File: config.mk
export PLATFORM = sky130hd
export DESIGN_NAME = elevator_motor_controller
export DESIGN_NICKNAME = d
export VERILOG_FILES = /design/src/rtl/elevator_motor_controller.sv
export SDC_FILE = /design/constraint.sdc
export NUM_CORES = 1
export LEC_CHECK = 0
export CAP_MARGIN = 20
export CORE_MARGIN = 8
export CORE_UTILIZATION = 55
export DETAILED_ROUTE_END_ITERATION = 10
export GPL_TIMING_DRIVEN = 0
export MAX_ROUTING_LAYER = met4
export PLACE_DENSITY_LB_ADDON = 0.2
export SLEW_MARGIN = 20
export SYNTH_ARGS = -nofsm -noshare
export SYNTH_HDL_FRONTEND = slang
export SYNTH_SLANG_ARGS = --single-unit
File: constraint.sdc
create_clock -name CLOCK_50 -period 3.7 [get_ports CLOCK_50]
set_clock_uncertainty 0.15 [all_clocks]
set_input_delay 0.74 -clock CLOCK_50 [delete_from_list [all_inputs] [get_ports CLOCK_50]]
set_output_delay 0.74 -clock CLOCK_50 [all_outputs]
set_load 0.05 [all_outputs]
File: src/rtl/elevator_motor_controller.sv
// Purpose : elevator car controller - latches floor calls, schedules travel, times doors, handles emergency stop.
// Latency : all outputs registered; idle decisions act on the registered request mask one cycle after it latches.
// Backpres: none; call buttons are sampled every cycle and OR'd into the pending mask, so no call is ever refused.
//
// Ports:
//   CLOCK_50  - system clock, all state on the rising edge
//   reset     - synchronous active-high reset, wins over everything
//   req       - floor call buttons, bit i requests floor i
//   estop     - emergency stop level; sends the car to a sticky error state
//   motor     - 00 stopped, 01 going up, 10 going down, 11 error
//   floor     - current / last-reached floor
//   door_open - high while the door dwell is running
//   pending   - latched, not yet served requests
module elevator_motor_controller #(
  parameter int NUM_FLOORS    = 4,
  parameter int TRAVEL_CYCLES = 50_000_000,
  parameter int DOOR_CYCLES   = 100_000_000,
  parameter int FW            = $clog2(NUM_FLOORS)
) (
  input  logic                  CLOCK_50,
  input  logic                  reset,
  input  logic [NUM_FLOORS-1:0] req,
  input  logic                  estop,
  output logic [1:0]            motor,
  output logic [FW-1:0]         floor,
  output logic                  door_open,
  output logic [NUM_FLOORS-1:0] pending
);

  localparam int TMAX = (TRAVEL_CYCLES > DOOR_CYCLES) ? TRAVEL_CYCLES : DOOR_CYCLES;
  localparam int TW   = $clog2(TMAX + 1);
  localparam logic [TW-1:0] TRAVEL_LAST = TW'(TRAVEL_CYCLES - 1);
  localparam logic [TW-1:0] DOOR_LAST   = TW'(DOOR_CYCLES - 1);
  localparam logic [FW-1:0] TOP_FLOOR   = FW'(NUM_FLOORS - 1);

  typedef enum logic [2:0] {
    S_IDLE,
    S_MOVE_UP,
    S_MOVE_DOWN,
    S_DOOR_OPEN,
    S_ERROR
  } state_t;

  state_t                  state_q, state_d;
  logic                    dir_q, dir_d;        // 1 = up, 0 = down
  logic [TW-1:0]           timer_q, timer_d;    // shared travel / dwell timer
  logic [FW-1:0]           floor_d, nf;
  logic [NUM_FLOORS-1:0]   pending_d, served, pend_all;
  logic [1:0]              motor_d;
  logic                    door_d;

  function automatic logic [NUM_FLOORS-1:0] onehot(input logic [FW-1:0] f);
    return NUM_FLOORS'(1) << f;
  endfunction

  function automatic logic any_above(input logic [NUM_FLOORS-1:0] m, input logic [FW-1:0] f);
    logic r;
    r = 1'b0;
    for (int i = 0; i < NUM_FLOORS; i++)
      if (i > int'(f) && m[i]) r = 1'b1;
    return r;
  endfunction

  function automatic logic any_below(input logic [NUM_FLOORS-1:0] m, input logic [FW-1:0] f);
    logic r;
    r = 1'b0;
    for (int i = 0; i < NUM_FLOORS; i++)
      if (i < int'(f) && m[i]) r = 1'b1;
    return r;
  endfunction

  always_comb begin
    state_d  = state_q;
    dir_d    = dir_q;
    timer_d  = timer_q;
    floor_d  = floor;
    nf       = floor;
    served   = '0;
    // arrival decisions may use a call pressed on the very edge of arrival
    pend_all = pending | req;

    case (state_q)
      S_IDLE: begin
        timer_d = '0;
        if (pending[floor]) begin
          state_d = S_DOOR_OPEN;
          served  = onehot(floor);
        end else if (dir_q && any_above(pending, floor)) begin
          state_d = S_MOVE_UP;
        end else if (!dir_q && any_below(pending, floor)) begin
          state_d = S_MOVE_DOWN;
        end else if (any_above(pending, floor)) begin
          state_d = S_MOVE_UP;
          dir_d   = 1'b1;
        end else if (any_below(pending, floor)) begin
          state_d = S_MOVE_DOWN;
          dir_d   = 1'b0;
        end
      end

      S_MOVE_UP, S_MOVE_DOWN: begin
        if (timer_q == TRAVEL_LAST) begin
          timer_d = '0;
          if ((state_q == S_MOVE_UP && floor == TOP_FLOOR) ||
              (state_q == S_MOVE_DOWN && floor == '0)) begin
            // stepping off the end of the shaft means the schedule is corrupt
            state_d = S_ERROR;
          end else begin
            nf      = (state_q == S_MOVE_UP) ? floor + 1'b1 : floor - 1'b1;
            floor_d = nf;
            if (pend_all[nf]) begin
              state_d = S_DOOR_OPEN;
              served  = onehot(nf);
            end else if (state_q == S_MOVE_UP ? !any_above(pend_all, nf)
                                              : !any_below(pend_all, nf)) begin
              state_d = S_IDLE;
            end
          end
        end else begin
          timer_d = timer_q + 1'b1;
        end
      end

      S_DOOR_OPEN: begin
        // a call for this floor while the door is open just holds it open
        served = onehot(floor);
        if (req[floor]) begin
          timer_d = '0;
        end else if (timer_q == DOOR_LAST) begin
          timer_d = '0;
          state_d = S_IDLE;
        end else begin
          timer_d = timer_q + 1'b1;
        end
      end

      S_ERROR: state_d = S_ERROR;

      default: state_d = S_ERROR;
    endcase

    if (estop) begin
      state_d = S_ERROR;
      floor_d = floor;
      timer_d = '0;
    end

    // error state holds the request mask empty
    pending_d = (state_d == S_ERROR) ? '0 : (pend_all & ~served);

    case (state_d)
      S_MOVE_UP:   motor_d = 2'b01;
      S_MOVE_DOWN: motor_d = 2'b10;
      S_ERROR:     motor_d = 2'b11;
      default:     motor_d = 2'b00;
    endcase
    door_d = (state_d == S_DOOR_OPEN);
  end

  always_ff @(posedge CLOCK_50) begin
    if (reset) begin
      state_q   <= S_IDLE;
      dir_q     <= 1'b1;
      timer_q   <= '0;
      floor     <= '0;
      pending   <= '0;
      motor     <= 2'b00;
      door_open <= 1'b0;
    end else begin
      state_q   <= state_d;
      dir_q     <= dir_d;
      timer_q   <= timer_d;
      floor     <= floor_d;
      pending   <= pending_d;
      motor     <= motor_d;
      door_open <= door_d;
    end
  end

endmodule

==> results_dict.tcl, run 1 <==
set metrics [dict create \
    status "complete, no violations" \
    route.vias.total 1994 \
    power.share.sequential 0.506 \
    drv_cap 0 \
    fin_crit_sh 0.915 \
    core_area_um2 4030 \
    crit_start "floor[0]" \
    ant_nets 0 \
    ys_seq_area_frac 0.347 \
    leakage_uw 0.000900 \
    numClockSinks 40 \
    synth_area_um2 2310 \
    reg2reg_from "floor[0]" \
    fill_cells 359 \
    yosys.cell_types.count 60 \
    clock.fmax_mhz 296 \
    cp.required_ps 3700 \
    globalplace.congestion 0.916 \
    synth.ff_latch_count 40 \
    multi_input_area_um2 1450 \
    worstSkewPairLatency_ps 290 \
    crit_fanout 10 \
    drtPass1Iterations 4 \
    final_core_util 0.652 \
    ir_drop_v 0.000263 \
    hold_viol 0 \
    setup_violations 0 \
    overflow 0 \
    antenna_found_initial 0 \
    finalCriticalPeriod_ps 3380 \
    tightest_slew_ps 731 \
    cellPowerDensity_nw_per_um2 331 \
    switching_share 0.233 \
    clk_pin_slew_worst_paths_ps 80 \
    ios 16 \
    dpl-instance-area_um2 2520 \
    cts_buffer_depth 2 \
    cellInternalPower_uw 667 \
    dieArea_um2 6520 \
    reg2reg_slack_ps 320 \
    synth_edf_count 0 \
    holdCritPathClass "flip-flop to flip-flop" \
    cp-end-kind "flip-flop" \
    fin_nets 301 \
    cts_tree "built" \
    grt_pass1_vias 1752 \
    row_count 23 \
    final_layout_size_suffix_gt1_frac 0.0799 \
    synthArstFlopShare 0 \
    floorplan.initialDensity 0.572 \
    crit_path_start_kind "flip-flop" \
    h-tree-depth 2 \
    power.switching_uw 203 \
    drt_wl_total_mm 5.15 \
    rsz0062_at_grt "no" \
    layout_common_cells "nor2_1, dfxtp_1, xor2_1" \
    cp.arrival_ps 3380 \
    drc_errors 0 \
    cts_inserted_buffers 5 \
    clockPowerShare 0.402 \
    hp-start "timer_q[1]" \
    crit_type "flip-flop to flip-flop" \
    die_h_um 80.8 \
    io_buffers 15 \
    post_cts_resized 0 \
    mostFrequentLayoutCell "nor2_1" \
    avgRoutedWirePerCell_um 15.2 \
    regArea_um2 801 \
    clockRootBuffer "clkbuf_8" \
    grt_start_max_net_pins 13 \
    power_uw 870 \
    drt-initial-drc-count 140 \
    yosysWarnings 0 \
    dp_hpwl_mm 3.81 \
    die_w_um 80.8 \
    synth_fp_nets 279 \
    area_growth_pct 13.9 \
    grtUsageTotal 0.163 \
    grt_pass1_wl_mm 8.36 \
    design_area_um2 2630 \
    syn_avg_cell_area_um2 8.70 \
    synthCells 265 \
    viasPerCell 5.90 \
    yosys_most_used_dff "dfxtp_1" \
    postCtsSetupBuffers 0 \
    pwr-share-comb 0.092 \
    drv_slew 0 \
    fin_setup_tns_ps 0 \
    ctsHoldBuffers 0 \
    slew-limit-headroom 0.509 \
    n_antenna_cell 0 \
]
## synth_stat cells, types with 3 or more instances
cell	instances	share of area
a211o_1	4	0.015
nor2_1	48	0.078
nand3b_1	4	0.013
nor4b_1	3	0.011
nand2_1	13	0.021
nand2b_1	4	0.011
xnor2_1	9	0.034
ha_1	7	0.038
inv_1	7	0.011
a31oi_1	3	0.0081
nand4_1	11	0.030
mux4_2	3	0.029
or2_2	3	0.0081
and3_1	4	0.011
nand3_1	10	0.022
nor4_1	3	0.0081
a21oi_1	14	0.030
xor2_1	16	0.061
nor3_1	4	0.0087
nor2b_1	5	0.014
dfxtp_1	40	0.35
## per-layer routing
metal | wire (µm) | up-vias | global-route usage
li1 | - | 997 | -
met1 | 2590 | 926 | 0.228
met2 | 2240 | 58 | 0.231
met3 | 256 | 13 | 0.0320
met4 | 65 | 0 | 0.0464
met5 | 0 | - | -
## power groups by stage
stage / sequential (µW) / combinational (µW) / clock (µW)
final: 440 / 80.0 / 350
after global routing: 441 / 85.7 / 378
after CTS: 440 / 79.3 / 355
after detailed placement: 450 / 79.0 / 0
after global placement: 450 / 78.4 / 0
after floorplan: 462 / 40.4 / 0
## final cells by class
cell class	count	share of cell area
buffer	6	0.0124
multi-input combinational	212	0.551
sequential	40	0.305
inverter	7	0.0100
clock inverter	2	0.0133
clock buffer	6	0.0276
tap	50	0.0238
timing repair buffer	15	0.0572
## registers in the layout, indices dropped and copies added (netlist names)
register	flops
dir_q	1
door_open	1
floor	2
motor	2
pending	4
state_q	3
timer_q	27
## worst max-delay path: stages (launching register included)
cell and delay [ps]:
dfxtp_1 470, clkbuf_1 410, inv_1 160, ha_1 530, xor2_4 230, mux4_2 600
nor4_1 520, a31oi_1 170
## final timing paths
| kind | end | cells after the start |
|---|---|---|
| max reg2reg | pending[0] | 7 |
| min reg2reg | timer_q[1] | 2 |
| min | timer_q[1] | 2 |
| max | pending[0] | 7 |
## per-stage QoR
| step | hold WS, ps | instances | setup slack (ps) |
|---|---|---|---|
| after floorplan | 293 | 265 | 513 |
| after global placement | 309 | 330 | 481 |
| after detailed placement | 319 | 330 | 408 |
| after CTS | 330 | 338 | 401 |
| after global routing | 346 | 338 | 211 |
| final | 328 | 338 | 316 |
## cells by family (layout without fill, tap and decap cells)
| family | count (synthesis) | after routing | share of synthesized area |
|---|---|---|---|
| xor gates and xnor gates | 26 | 26 | 0.107 |
| DFF | 40 | 40 | 0.347 |
| AOI/OAI and AO/OA | 44 | 44 | 0.141 |
| and+or+nand+nor | 130 | 130 | 0.304 |
| muxes | 5 | 5 | 0.0380 |
| buffers and inverters | 13 | 36 | 0.0255 |
| adders and majority gates | 7 | 7 | 0.0380 |
Power figures use the tool's default switching activity.
==> run 2: changes to the inputs <==
--- a/config.mk
+++ b/config.mk
@@ -6,8 +6,10 @@
 export NUM_CORES = 1
 export LEC_CHECK = 0
 export CAP_MARGIN = 20
+export CORE_ASPECT_RATIO = 2
 export CORE_MARGIN = 8
 export CORE_UTILIZATION = 55
+export CTS_CLUSTER_DIAMETER = 120
 export DETAILED_ROUTE_END_ITERATION = 10
 export GPL_TIMING_DRIVEN = 0
 export MAX_ROUTING_LAYER = met4
==> run 2 against run 1 <==
Compared with the run above:
- cell count up 0.59%
- critical path depth unchanged
- die area grew 1.9%
- first-iteration DRC count down 24%
- count of clock-buffer cells in the layout stayed put
- power is 5.8% lower
- combinational power is 0.7% higher
==> results_dict.tcl, run 2 (synthesis results as in run 1) <==
set metrics [dict create \
    dp_hpwl_mm 4.47 \
    reg.largest.list "timer_q: 27 flops, pending: 4 flops, state_q: 3 flops" \
    cpLargestDelayFamily "multiplexers" \
    area_growth_pct 13.3 \
    critical_path_buf_inv_count 2 \
    post_cts_resized 0 \
    ctsHoldBuffers 0 \
    finalCriticalPeriod_ps 3300 \
    crit_path_start_kind "flip-flop" \
    cts_inserted_buffers 5 \
    grt_start_max_net_pins 13 \
    fin_setup_tns_ps 0 \
    slew-limit-headroom 0.487 \
    r2r_end "pending[0]" \
    slowest_delay_ps 610 \
    cellPowerDensity_nw_per_um2 313 \
    hold_viol 0 \
    regMostFlops "timer_q" \
    ir_drop_v 0.000259 \
    met2_length_mm 3.29 \
    h-tree-depth 2 \
    reg2reg_from "floor[0]" \
    drc_errors 0 \
    drv_slew 0 \
    grt_pass1_wl_mm 9.29 \
    reg2reg_slack_ps 400 \
    crit_type "flip-flop to flip-flop" \
    setup_violations 0 \
    largest_reg_flops 27 \
    ant_nets 0 \
    die_h_um 108 \
    layout_common_cells "nor2_1, dfxtp_1, xor2_1" \
    clk_pin_slew_worst_paths_ps 80 \
    crit_fanout 10 \
    tightest_slew_ps 763 \
    dp_cells 332 \
    postCtsSetupBuffers 0 \
    wl_met1_mm 1.97 \
    fill_cells 383 \
    fin_crit_sh 0.893 \
    die_w_um 61.8 \
    overflow 0 \
    numClockSinks 40 \
    io_buffers 15 \
    drt-initial-drc-count 106 \
    cts_tree "built" \
    stdcell_count 340 \
    min_path_cells 2 \
    antenna_found_initial 0 \
    leakage_uw 0.000895 \
    floorplan.initialDensity 0.570 \
    avgRoutedWirePerCell_um 16.8 \
    route.vias.total 2057 \
    drtPass1Iterations 5 \
    status "complete, no violations" \
    rsz0062_at_grt "no" \
    holdWs_ps 334 \
    grt_pass1_vias 2020 \
    multi_input_area_um2 1450 \
    clock.fmax_mhz 303 \
    cp.arrival_ps 3310 \
    drv_cap 0 \
    ios 16 \
    hp-start "timer_q[1]" \
    fin_nets 301 \
    worstSkewPairLatency_ps 290 \
    clockRootBuffer "clkbuf_8" \
    reg2reg_depth 7 \
    n_antenna_cell 0 \
    globalplace.congestion 0.944 \
    wl_met3_um 256 \
    final_layout_size_suffix_gt1_frac 0.0833 \
    dieArea_um2 6650 \
    regArea_um2 801 \
    viasPerCell 6.05 \
    core_area_um2 4050 \
    grtUsageTotal 0.189 \
    holdCritPathClass "flip-flop to flip-flop" \
    drt_wl_total_mm 5.70 \
    row_count 33 \
    cp_slowest_cell "mux4_2" \
    hold_end "timer_q[1]" \
    dr.max_layer_used "met4" \
    cp-end-kind "flip-flop" \
    crit_chain "clkbuf_1 -> inv_1 -> ha_1 -> xor2_4 -> mux4_2 -> nor4_1 -> a31oi_1" \
    cts_buffer_depth 2 \
    mostFrequentLayoutCell "nor2_1" \
    cp.required_ps 3700 \
]
run 2: worst max path at each step:
stage,slack (ps),cells after the start,start,endpoint
final,400,7,floor[0],pending[0]
after detailed placement,380,7,floor[0],pending[0]
after global routing,130,7,floor[0],pending[0]
after global placement,390,7,floor[0],pending[0]
after floorplan,510,8,floor[0],motor[0]
after CTS,370,7,floor[0],pending[0]
run 2: metal layers:
| metal | vias up | track usage |
|---|---|---|
| li1 | 1002 | - |
| met1 | 979 | 0.161 |
| met2 | 57 | 0.361 |
| met3 | 19 | 0.0299 |
| met4 | 0 | 0.0887 |
| met5 | - | - |
run 2: tightest hold or removal path, cell delays in order (launching register included):
cell	delay [ps]
dfxtp_1	330
nand2_1	60
a21oi_1	50
run 2: per-stage QoR:
step	setup WS (ps)	cell area (µm²)	utilization	power, µW
6_report	396	2610	0.646	819
5_1_grt	128	2610	0.646	851
3_5_place_dp	380	2520	0.623	531
2_1_floorplan	513	2310	-	502
4_1_cts	369	2610	0.646	827
3_3_place_gp	390	2520	0.623	531
run 2: final cells by class:
cell class | instances | share of cell area
multi-input combinational | 212 | 0.553
sequential | 40 | 0.306
timing repair buffer | 15 | 0.0574
clock buffer | 6 | 0.0316
tap | 52 | 0.0249
buffer | 6 | 0.0124
inverter | 7 | 0.0101
clock inverter | 2 | 0.00383
run 2: report_power, final:
part	total, µW	internal [µW]	switching [µW]
sequential	441	435	6.27
combinational	80.6	31.5	49.1
clock	297	149	148
total	819	615	203
==> run 3: changes to the inputs <==
--- a/config.mk
+++ b/config.mk
@@ -5,7 +5,6 @@
 export SDC_FILE = /design/constraint.sdc
 export NUM_CORES = 1
 export LEC_CHECK = 0
-export CAP_MARGIN = 20
 export CORE_ASPECT_RATIO = 2
 export CORE_MARGIN = 8
 export CORE_UTILIZATION = 55
==> results of run 3 <==
No change in the layout: final DEF, timing and power equal those of run 2.
